`src/rtl/jstk_pkg.sv`:
```
// Shared constants and types for the JSTK2 LED mapper.
package jstk_pkg;

  // LED numbering as printed on the ICEStick
  localparam int unsigned LED_XLO = 1;
  localparam int unsigned LED_YLO = 2;
  localparam int unsigned LED_XHI = 3;
  localparam int unsigned LED_YHI = 4;
  localparam int unsigned LED_BTN = 5;
  localparam int unsigned N_LED   = 5;

  // Default axis thresholds for a 10-bit joystick position
  localparam int unsigned DEF_LO_TH = 400;
  localparam int unsigned DEF_HI_TH = 600;
  localparam int unsigned DEF_HYST  = 16;

  // Hysteretic direction flags of one axis
  typedef struct packed {
    logic lo;
    logic hi;
  } dir_flags_t;

  // Width of a counter that must hold 0..max_val (at least one bit)
  function automatic int unsigned cnt_w(input int unsigned max_val);
    return (max_val < 1) ? 1 : $clog2(max_val + 1);
  endfunction

endpackage

```
`src/rtl/jstk_led_mapper_if.sv`:
```
// Decoded joystick sample bus from the JSTK2 SPI decoder.
interface jstk_led_mapper_if #(
  parameter int unsigned POS_W = 10,
  parameter int unsigned N_BTN = 2
) ();

  logic             sample_valid;
  logic [POS_W-1:0] xpos;
  logic [POS_W-1:0] ypos;
  logic [N_BTN-1:0] button;

  modport master (output sample_valid, output xpos, output ypos, output button);
  modport slave  (input  sample_valid, input  xpos, input  ypos, input  button);

endinterface

```
`src/rtl/jstk_axis_dir.sv`:
```
// One joystick axis: position capture, hysteretic lo/hi flags and PWM duty.
module jstk_axis_dir import jstk_pkg::*; #(
  parameter int unsigned POS_W    = 10,
  parameter int unsigned LO_TH    = DEF_LO_TH,
  parameter int unsigned HI_TH    = DEF_HI_TH,
  parameter int unsigned HYST     = DEF_HYST,
  parameter int unsigned PWM_W    = 8,
  parameter int unsigned MIN_DUTY = 32
) (
  input  logic             clk,
  input  logic             rst,
  input  logic             cap_en,
  input  logic [POS_W-1:0] pos_in,
  input  logic             upd,
  input  logic             clr,
  output dir_flags_t       flags_o,
  output logic [PWM_W-1:0] duty_o
);

  localparam logic [POS_W-1:0] LO_P   = POS_W'(LO_TH);
  localparam logic [POS_W-1:0] HI_P   = POS_W'(HI_TH);
  localparam logic [POS_W-1:0] LO_CLR = POS_W'(LO_TH + HYST);
  localparam logic [POS_W-1:0] HI_CLR = POS_W'(HI_TH - HYST);
  localparam logic [POS_W-1:0] SAT_P  = POS_W'((1 << PWM_W) - 1);
  localparam logic [PWM_W-1:0] SAT_D  = '1;
  localparam logic [PWM_W-1:0] MIN_D  = PWM_W'(MIN_DUTY);

  logic [POS_W-1:0] pos_q, pos_d;
  dir_flags_t       flags_q, flags_d;
  logic [PWM_W-1:0] duty_q, duty_d;
  logic [POS_W-1:0] depth;

  // Capture on strobe; flags and duty follow one cycle later from the captured value
  always_comb begin
    pos_d   = cap_en ? pos_in : pos_q;
    flags_d = flags_q;
    duty_d  = duty_q;
    depth   = '0;
    if (clr) begin
      flags_d = '0;
      duty_d  = '0;
    end else if (upd) begin
      if (pos_q < LO_P)        flags_d.lo = 1'b1;
      else if (pos_q >= LO_CLR) flags_d.lo = 1'b0;
      if (pos_q > HI_P)        flags_d.hi = 1'b1;
      else if (pos_q <= HI_CLR) flags_d.hi = 1'b0;

      // Depth is zero while the flag is only held by hysteresis
      if (flags_d.lo)      depth = (pos_q < LO_P) ? (LO_P - pos_q) : '0;
      else if (flags_d.hi) depth = (pos_q > HI_P) ? (pos_q - HI_P) : '0;

      if (!flags_d.lo && !flags_d.hi) duty_d = '0;
      else if (depth == '0)           duty_d = MIN_D;
      else if (depth > SAT_P)         duty_d = SAT_D;
      else                            duty_d = PWM_W'(depth);
    end
  end

  // Axis state registers; reset parks the position in the neutral zone
  always_ff @(posedge clk) begin
    if (rst) begin
      pos_q   <= LO_CLR;
      flags_q <= '0;
      duty_q  <= '0;
    end else begin
      pos_q   <= pos_d;
      flags_q <= flags_d;
      duty_q  <= duty_d;
    end
  end

  assign flags_o = flags_q;
  assign duty_o  = duty_q;

endmodule

```
`src/rtl/jstk_led_mapper.sv`:
```
// Maps decoded JSTK2 joystick samples onto the five ICEStick LEDs.
module jstk_led_mapper import jstk_pkg::*; #(
  parameter int unsigned POS_W       = 10,
  parameter int unsigned LO_TH       = DEF_LO_TH,
  parameter int unsigned HI_TH       = DEF_HI_TH,
  parameter int unsigned HYST        = DEF_HYST,
  parameter int unsigned PWM_W       = 8,
  parameter int unsigned MIN_DUTY    = 32,
  parameter int unsigned N_BTN       = 2,
  parameter int unsigned STRETCH_CYC = 1200000,
  parameter int unsigned TIMEOUT_CYC = 2400000
) (
  input  logic               clk,
  input  logic               rst,
  jstk_led_mapper_if.slave   smp,
  output logic               LED1,
  output logic               LED2,
  output logic               LED3,
  output logic               LED4,
  output logic               LED5,
  output logic               stale
);

  localparam int unsigned      TW        = cnt_w(TIMEOUT_CYC);
  localparam int unsigned      SW        = cnt_w(STRETCH_CYC);
  localparam logic [TW-1:0]    TO_LAST   = TW'(TIMEOUT_CYC - 1);
  localparam logic [TW-1:0]    TO_MAX    = TW'(TIMEOUT_CYC);
  localparam logic [SW-1:0]    HOLD_LOAD = SW'(STRETCH_CYC);
  localparam logic [PWM_W-1:0] DUTY_FULL = '1;

  logic [N_BTN-1:0] btn_q, btn_d;
  logic             cap_v_q, cap_v_d;
  logic [PWM_W-1:0] pwm_cnt_q, pwm_cnt_d;
  logic [TW-1:0]    to_cnt_q, to_cnt_d;
  logic             stale_q, stale_d;
  logic             press_q, press_d;
  logic [SW-1:0]    hold_q, hold_d;
  logic [N_LED:1]   led_q, led_d;
  logic             expire;

  dir_flags_t       x_flags, y_flags;
  logic [PWM_W-1:0] x_duty, y_duty;

  // PWM compare; a saturated duty drives the LED solid
  function automatic logic pwm_on(input logic flag, input logic [PWM_W-1:0] duty,
                                  input logic [PWM_W-1:0] cnt);
    return flag && ((duty == DUTY_FULL) || (cnt < duty));
  endfunction

  jstk_axis_dir #(
    .POS_W(POS_W), .LO_TH(LO_TH), .HI_TH(HI_TH), .HYST(HYST),
    .PWM_W(PWM_W), .MIN_DUTY(MIN_DUTY)
  ) u_axis_x (
    .clk(clk), .rst(rst), .cap_en(smp.sample_valid), .pos_in(smp.xpos),
    .upd(cap_v_q), .clr(expire), .flags_o(x_flags), .duty_o(x_duty)
  );

  jstk_axis_dir #(
    .POS_W(POS_W), .LO_TH(LO_TH), .HI_TH(HI_TH), .HYST(HYST),
    .PWM_W(PWM_W), .MIN_DUTY(MIN_DUTY)
  ) u_axis_y (
    .clk(clk), .rst(rst), .cap_en(smp.sample_valid), .pos_in(smp.ypos),
    .upd(cap_v_q), .clr(expire), .flags_o(y_flags), .duty_o(y_duty)
  );

  // Capture, PWM, timeout, button stretch and LED next-state
  always_comb begin
    btn_d     = smp.sample_valid ? smp.button : btn_q;
    cap_v_d   = smp.sample_valid;
    pwm_cnt_d = pwm_cnt_q + PWM_W'(1);

    // A strobe in the expiry cycle wins, so expiry needs an idle input
    expire    = !smp.sample_valid && (to_cnt_q == TO_LAST);
    if (smp.sample_valid)      to_cnt_d = '0;
    else if (to_cnt_q == TO_MAX) to_cnt_d = to_cnt_q;
    else                       to_cnt_d = to_cnt_q + TW'(1);

    stale_d = stale_q;
    press_d = press_q;
    if (cap_v_q) begin
      stale_d = 1'b0;
      press_d = |btn_q;
    end
    if (expire) begin
      stale_d = 1'b1;
      press_d = 1'b0;
    end

    // Reload while pressed; count down only after release
    if (expire)              hold_d = '0;
    else if (press_q)        hold_d = HOLD_LOAD;
    else if (hold_q != '0)   hold_d = hold_q - SW'(1);
    else                     hold_d = hold_q;

    led_d          = '0;
    led_d[LED_XLO] = pwm_on(x_flags.lo, x_duty, pwm_cnt_q);
    led_d[LED_XHI] = pwm_on(x_flags.hi, x_duty, pwm_cnt_q);
    led_d[LED_YLO] = pwm_on(y_flags.lo, y_duty, pwm_cnt_q);
    led_d[LED_YHI] = pwm_on(y_flags.hi, y_duty, pwm_cnt_q);
    led_d[LED_BTN] = press_q || (hold_q != '0);
    if (expire) led_d = '0;
  end

  // State and output registers
  always_ff @(posedge clk) begin
    if (rst) begin
      btn_q     <= '0;
      cap_v_q   <= 1'b0;
      pwm_cnt_q <= '0;
      to_cnt_q  <= '0;
      stale_q   <= 1'b1;
      press_q   <= 1'b0;
      hold_q    <= '0;
      led_q     <= '0;
    end else begin
      btn_q     <= btn_d;
      cap_v_q   <= cap_v_d;
      pwm_cnt_q <= pwm_cnt_d;
      to_cnt_q  <= to_cnt_d;
      stale_q   <= stale_d;
      press_q   <= press_d;
      hold_q    <= hold_d;
      led_q     <= led_d;
    end
  end

  assign LED1  = led_q[LED_XLO];
  assign LED2  = led_q[LED_YLO];
  assign LED3  = led_q[LED_XHI];
  assign LED4  = led_q[LED_YHI];
  assign LED5  = led_q[LED_BTN];
  assign stale = stale_q;

endmodule
```
`src/flat_wrapper.sv`:
```
// flat-port wrapper written by rule: the top's interface ports become plain ports
module jstk_led_mapper_flat import jstk_pkg::*;
#(
  parameter int unsigned POS_W       = 10,
  parameter int unsigned LO_TH       = DEF_LO_TH,
  parameter int unsigned HI_TH       = DEF_HI_TH,
  parameter int unsigned HYST        = DEF_HYST,
  parameter int unsigned PWM_W       = 8,
  parameter int unsigned MIN_DUTY    = 32,
  parameter int unsigned N_BTN       = 2,
  parameter int unsigned STRETCH_CYC = 1200000,
  parameter int unsigned TIMEOUT_CYC = 2400000
)
  (clk, rst, LED1, LED2, LED3, LED4, LED5, stale, smp_sample_valid, smp_xpos, smp_ypos, smp_button);
  jstk_led_mapper_if #(.POS_W(POS_W), .N_BTN(N_BTN)) smp_i ();
  input  logic clk;
  input  logic rst;
  output logic LED1;
  output logic LED2;
  output logic LED3;
  output logic LED4;
  output logic LED5;
  output logic stale;
  input wire logic [$bits(smp_i.sample_valid)-1:0] smp_sample_valid;
  input wire logic [$bits(smp_i.xpos)-1:0] smp_xpos;
  input wire logic [$bits(smp_i.ypos)-1:0] smp_ypos;
  input wire logic [$bits(smp_i.button)-1:0] smp_button;
  assign smp_i.sample_valid = smp_sample_valid;
  assign smp_i.xpos = smp_xpos;
  assign smp_i.ypos = smp_ypos;
  assign smp_i.button = smp_button;
  jstk_led_mapper #(.POS_W(POS_W), .LO_TH(LO_TH), .HI_TH(HI_TH), .HYST(HYST), .PWM_W(PWM_W), .MIN_DUTY(MIN_DUTY), .N_BTN(N_BTN), .STRETCH_CYC(STRETCH_CYC), .TIMEOUT_CYC(TIMEOUT_CYC)) u_core (.clk(clk), .rst(rst), .smp(smp_i), .LED1(LED1), .LED2(LED2), .LED3(LED3), .LED4(LED4), .LED5(LED5), .stale(stale));
endmodule
```
`config.mk`:
```
export PLATFORM = sky130hd
export DESIGN_NAME = jstk_led_mapper_flat
export DESIGN_NICKNAME = d
export VERILOG_FILES = /design/src/rtl/jstk_pkg.sv /design/src/rtl/jstk_led_mapper_if.sv /design/src/rtl/jstk_axis_dir.sv /design/src/rtl/jstk_led_mapper.sv /design/src/flat_wrapper.sv
export SDC_FILE = /design/constraint.sdc
export NUM_CORES = 1
export LEC_CHECK = 0
export ABC_AREA = 1
export CAP_MARGIN = 0
export CELL_PAD_IN_SITES_DETAIL_PLACEMENT = 1
export CELL_PAD_IN_SITES_GLOBAL_PLACEMENT = 1
export CORE_MARGIN = 2
export CORE_UTILIZATION = 30
export CTS_BUF_LIST = sky130_fd_sc_hd__clkbuf_2
export CTS_CLUSTER_DIAMETER = 40
export CTS_CLUSTER_SIZE = 16
export DETAILED_ROUTE_END_ITERATION = 8
export MAX_ROUTING_LAYER = met4
export PLACE_DENSITY = 0.62
export SETUP_SLACK_MARGIN = 0.4
export SKIP_CTS_REPAIR_TIMING = 1
export SLEW_MARGIN = 5
export SYNTH_ARGS = -nofsm -noshare
export SYNTH_HDL_FRONTEND = slang
export SYNTH_SLANG_ARGS = --single-unit
```
`constraint.sdc`:
```
create_clock -name clk -period 1.7 [get_ports clk]
set_input_delay 0.425 -clock clk [delete_from_list [all_inputs] [get_ports clk]]
set_output_delay 0.425 -clock clk [all_outputs]
set_load 0.05 [all_outputs]
```
* Word level (Yosys, flattened, before mapping)
Index checks and enable logic that the tools add are counted.
** Cells by class
- $add $sub $neg :: 7
- $lt $le $gt $ge :: 12
- Equal/unequal tests :: 4
- Multiplexer cells :: 36
- Reduce and logical (&&, ||, !) cells :: 23
** Operators by type and width (number)
- 10-bit two-way mux :: 12
- 8-bit two-way mux :: 6
- 22-bit == test, second input constant :: 2
- 21-bit two-way mux :: 2
- 22-bit by 1-bit adder with 22-bit output, second input constant :: 1
- 21-bit nonzero test :: 1
- 21-bit by 1-bit subtractor with 21-bit output, second input constant :: 1
- 10-bit by 9-bit >= comparator with 1-bit output, second input constant :: 2
- 10-bit > comparator, second input constant :: 2
- 10-bit by 8-bit > comparator with 1-bit output, second input constant :: 2
- 10-bit <= comparator, second input constant :: 2
- 10-bit logical NOT :: 2
- 10-bit by 9-bit < comparator with 1-bit output, second input constant :: 2
- 10-bit subtractor, second input constant :: 2
- 9-bit by 10-bit subtractor with 10-bit output, first input constant :: 2
- 8-bit == test, second input constant :: 2
- 8-bit < comparator :: 2
- 1-bit two-way mux :: 16
- 8-bit by 1-bit adder with 8-bit output, second input constant :: 1
- 1-bit logical AND :: 7
- 2-bit OR reduction :: 3
- 1-bit logical NOT :: 5
- 1-bit logical OR :: 3
- 3-bit OR reduction :: 1
- 2-bit nonzero test :: 1
** Word-level totals
- Register bits after elaboration :: 101
- Input port bits :: 25
- Output and inout bits :: 6
- Word-level logic and storage cells :: 99

* Longest topological paths before layout
- Depth in word-level cells :: 13
- Gate-level depth with buffers :: 15
- Gate-level depth less buffers :: 15

* By module
A second synthesis with hierarchy kept.
** Second synthesis, totals
- Cell total of the unflattened synthesis :: 913
- Area, all modules :: 6177.2 um2
** Modules (own cells, without submodules)
- jstk_led_mapper :: times used 1, cells each 478, area each 3345.7 um2, sequential area each 1221.2 um2
- jstk_axis_dir (u_core.u_axis_x) :: times used 1, cells each 218, area each 1416.4 um2, sequential area each 400.4 um2
- jstk_axis_dir (u_core.u_axis_y) :: times used 1, cells each 217, area each 1415.1 um2, sequential area each 400.4 um2

* Worst setup path after synthesis
OpenSTA, ideal clock, no wires.
- Path type :: register to register
- From :: reg u_core.hold_q[0]
- To :: reg u_core.hold_q[12]
- Library setup time :: 0.114 ns
- Arrival time :: 1.579 ns
- Data required time :: 1.586 ns
- Slack :: 0.007 ns
- Cell stages (with the launch flop) :: 12
- Path buffers :: 0
- Clock period less this slack :: 1.693 ns
- Cells stage by stage :: dfxtp_1 -> inv_1 -> ha_1 -> nand2_2 -> nor3_4 -> nand3_2 -> nor2_4 -> nand2_4 -> nand2_2 -> nor2_2 -> nand3b_1 -> a21oi_2
** Between the ends
- Cells in the longest elaborated chain, start to end :: 1
- Elaborated cells on any way between the ends :: 2
- Classes of those cells :: 1 x add/sub; 1 x reduce/logical
** Ends and longest elaborated chain
- start: declaration :: RTL line jstk_led_mapper.sv:37 : logic [SW-1:0] hold_q, hold_d;
- start signal: assignment :: RTL line jstk_led_mapper.sv:122 : hold_q <= hold_d;
- 21-bit by 1-bit subtractor with 21-bit output / 21-bit nonzero test (equally long branches) :: RTL line jstk_led_mapper.sv:92 : else if (hold_q != '0) hold_d = hold_q - SW'(1);
Parallel ways exist; a longest one is shown, timed or not.
A chain may end at the register's enable or synchronous reset.

* Final worst setup path
- From :: reg u_core.to_cnt_q[0]
- To :: reg u_core.led_q[3] (netlist name)
** Between the ends
- Cells in the longest elaborated chain, start to end :: 3
** Ends and longest elaborated chain
- start: declaration :: RTL line jstk_led_mapper.sv:34 : logic [TW-1:0] to_cnt_q, to_cnt_d;
- start signal: assignment :: RTL line jstk_led_mapper.sv:119 : to_cnt_q <= to_cnt_d;
- 22-bit == test :: RTL line jstk_led_mapper.sv:73 : expire = !smp.sample_valid && (to_cnt_q == TO_LAST);
- 1-bit logical AND :: RTL line jstk_led_mapper.sv:73
- 2-bit OR reduction (no source line)
- end signal: assignment :: RTL line jstk_led_mapper.sv:123 : led_q <= led_d;
- end: declaration :: RTL line jstk_led_mapper.sv:38 : logic [N_LED:1] led_q, led_d;
Every way passes these cells.

==> reports/qor.csv <==
metric;value;unit
# setup viols final;51;
Power Dens Cells;973;nW/um2
Synthesized Nets;900;
commonest non-fill, non-tap cell in the layout;nand2_1;
most frequent cells in the layout;162 x nand2_1, 88 x inv_1, 73 x nor2_1, 73 x buf_4, 69 x dfxtp_1;
Reg clk slew, reported paths;0.31;ns
Worst Skew;0.0499;ns
peak supply drop;0.383;mV
CTS Buf Count;9;
worst endpoint data arrival time;2.38;ns
Netlist cell types;49;
Max H-tree Level;3;
P&R area growth vs syn;36.6;%
CP Cell Sequence;ha_4 -> nand2_4 -> nor2_4 -> nand3_4 -> nor3_4 -> nand4_1 -> nand2_2 -> inv_4 -> buf_12 -> nand2_8 -> nor2_4;
largest net degree at the start of global routing;21;
Clock Tree Root;clkbuf_2;
clock power share;16.0;%
Comb pwr share;46.3;%
first-pass GRT wire length;28200;um
core area;19400;um2
FMAX;543;MHz
Die ar.;20800;um2
Yosys warnings;0;
final setup margin;-0.142;ns
drt wl/cell;14.4;um
CP max FO;4;
CP Class;reg -> reg;
IO Count;31;
CTS sink cnt;101;
sequential share of the synthesized area;34.3;%
Reg power frac;37.6;%
status;finished, violations left;
Max Cap Viol;0;
Period minus WS final;1.84;ns
NetSw;3240;uW
clock latency on the worst-skew pair;0.65;ns
# rows;51;
GP Congestion;0.825;
total grt overflow;0;
Post-Syn Area;5900;um2
Post-route DRC;0;
initial antenna violation count;1;
post-synthesis sequential element count;101;
gr usage total;17.6;%
Synth Area per Inst;6.95;um2
Hold Crit Depth;3;
R2R depth;11;
Max transition margin;68.7;%
layout cell share with drive strength beyond 1;31.7;%
sw frac;41.3;%
Fillers;2430;
Worst Hold Class;in -> reg;
Port-buffer cells;30;
max-slew violation count;0;
cell-internal power;4610;uW
period utilization;108;%
First-pass DRT Iterations;4;
placed inst area;7280;um2
post-synthesis cell count;849;
worst slew pin tran;0.470;ns
CTS tree;done;
final core occ;41.6;%
vias per cell;4.74;
CP max stage cell;dfxtp_2;
most used cell, CP;nor2_4;
final instance area;8070;um2
failing checks;setup timing;
critical path data required time;2.24;ns
Die Span X;144;um
Die Y;144;um
post-route ant nets;0;
CP max stage delay;0.43;ns
initial detailed-routing violation count;271;
final hold viol count;0;
Initial Util;30.4;%
fin nets;1019;
RSZ-0062 raised after global routing;yes;
CP Capture Type;register;
DP HPWL;13600;um
crit start category;register;
via count;5869;
final WL;17900;um
CTS Buffer Depth;2;
P_leak;0.00329;uW
vias in the first global route;5730;
final hold slack;0.277;ns
==> through the flow <==
step | power [uW] | instances | TNS [ns] | setup WS [ns]
2_1_floorplan | 5280 | 849 | 0 | 0.0797
4_1_cts | 7850 | 1218 | -3.89 | -0.153
3_5_place_dp | 6530 | 1202 | -12.26 | -0.240
6_report | 7850 | 1239 | -3.56 | -0.142
3_3_place_gp | 6480 | 1202 | -12.08 | -0.216
5_1_grt | 8500 | 1239 | -11.18 | -0.277
==> layer usage <==
| layer | track usage [%] | part of all wire [%] | up-vias |
|---|---|---|---|
| met1 | 22.6 | 48 | 2781 |
| met4 | 3.83 | 1.1 | 0 |
| met2 | 29.3 | 49 | 43 |
| li1 | - | - | 3033 |
| met3 | 2.88 | 1.7 | 12 |
| met5 | - | 0 | - |
==> cell usage after synthesis, drive strengths merged <==
library cell	n	area [um2]
and2	1	6.26
ha	26	325
o21ai	59	299
clkbuf	9	33.8
xor2	10	87.6
inv	108	405
nand2	189	757
o21a	3	22.5
nor3	23	158
clkinv	7	32.5
nor3b	1	7.51
a31o	1	8.76
a211oi	1	7.51
nor4	12	81.3
a41oi	1	8.76
nand3b	5	37.5
xnor2	8	70.1
or2	2	12.5
o211ai	2	15.0
o22ai	3	18.8
nand4	16	106
nor2	99	434
a21oi	71	370
and3	1	6.26
nand3	70	430
o21bai	1	7.51
buf	12	87.6
a31oi	7	43.8
dfxtp	101	2020
==> final timing paths <==
check,startpoint,to,slack [ns]
max,u_core.to_cnt_q[0],u_core.led_q[3],-0.14
min,smp_ypos[0],u_core.u_axis_y.pos_q[0],0.28
max reg2reg,u_core.to_cnt_q[0],u_core.led_q[3],-0.14
min reg2reg,u_core.pwm_cnt_q[0],u_core.pwm_cnt_q[0],0.48
==> cell type report <==
class	instances	area [um2]	share of cell area, %
Multi-Input combinational cell	613	3830	47.4
Sequential cell	101	2080	25.8
Antenna cell	1	2.50	0.0310
Clock inverter	6	67.6	0.838
Timing Repair Buffer	128	1240	15.4
Clock buffer	10	50.0	0.620
Tap cell	265	332	4.11
Inverter	115	464	5.75
==> state kept, by name, summed over array words and instances, names as in the netlist <==
register	flops
u_core.to_cnt_q	22
u_core.u_axis_x.pos_q	10
u_core.u_axis_x.flags_o	2
u_core.pwm_cnt_q	8
u_core.press_q	1
u_core.u_axis_x.duty_o	8
u_core.u_axis_y.flags_o	2
u_core.hold_q	21
u_core.u_axis_y.duty_o	8
u_core.u_axis_y.pos_q	10
u_core.btn_q	2
u_core.cap_v_q	1
u_core.led_q	5
u_core.stale	1
==> critical path, delay by kind of cell, from the launching register on <==
family / cells / cell delay [ns]
adder cells (fa/ha/maj): 1 / 0.15
buffers and inverters: 2 / 0.23
AND/OR/NAND/NOR: 8 / 0.92
flip-flops: 1 / 0.43
==> power by group through the flow <==
stage / clock [uW] / sequential (uW) / combinational [uW]
floorplan: 0 / 2990 / 2290
global placement: 0 / 2990 / 3490
detailed placement: 0 / 3000 / 3530
CTS: 1340 / 2950 / 3550
global route: 1410 / 3000 / 4090
finish: 1260 / 2950 / 3640
==> kinds of logic (layout without fill, tap and decap cells) <==
logic type,after synthesis,after routing,synth area share [%]
AND/OR/NAND/NOR,419,420,34.5
AO/OA/AOI/OAI,149,149,13.6
buffers and inverters,136,259,9.47
flip-flops,101,101,34.3
adder cells (fa/ha/maj),26,26,5.51
XOR/XNOR,18,18,2.67
other,0,1,0
(Power assumes the default switching activity.)
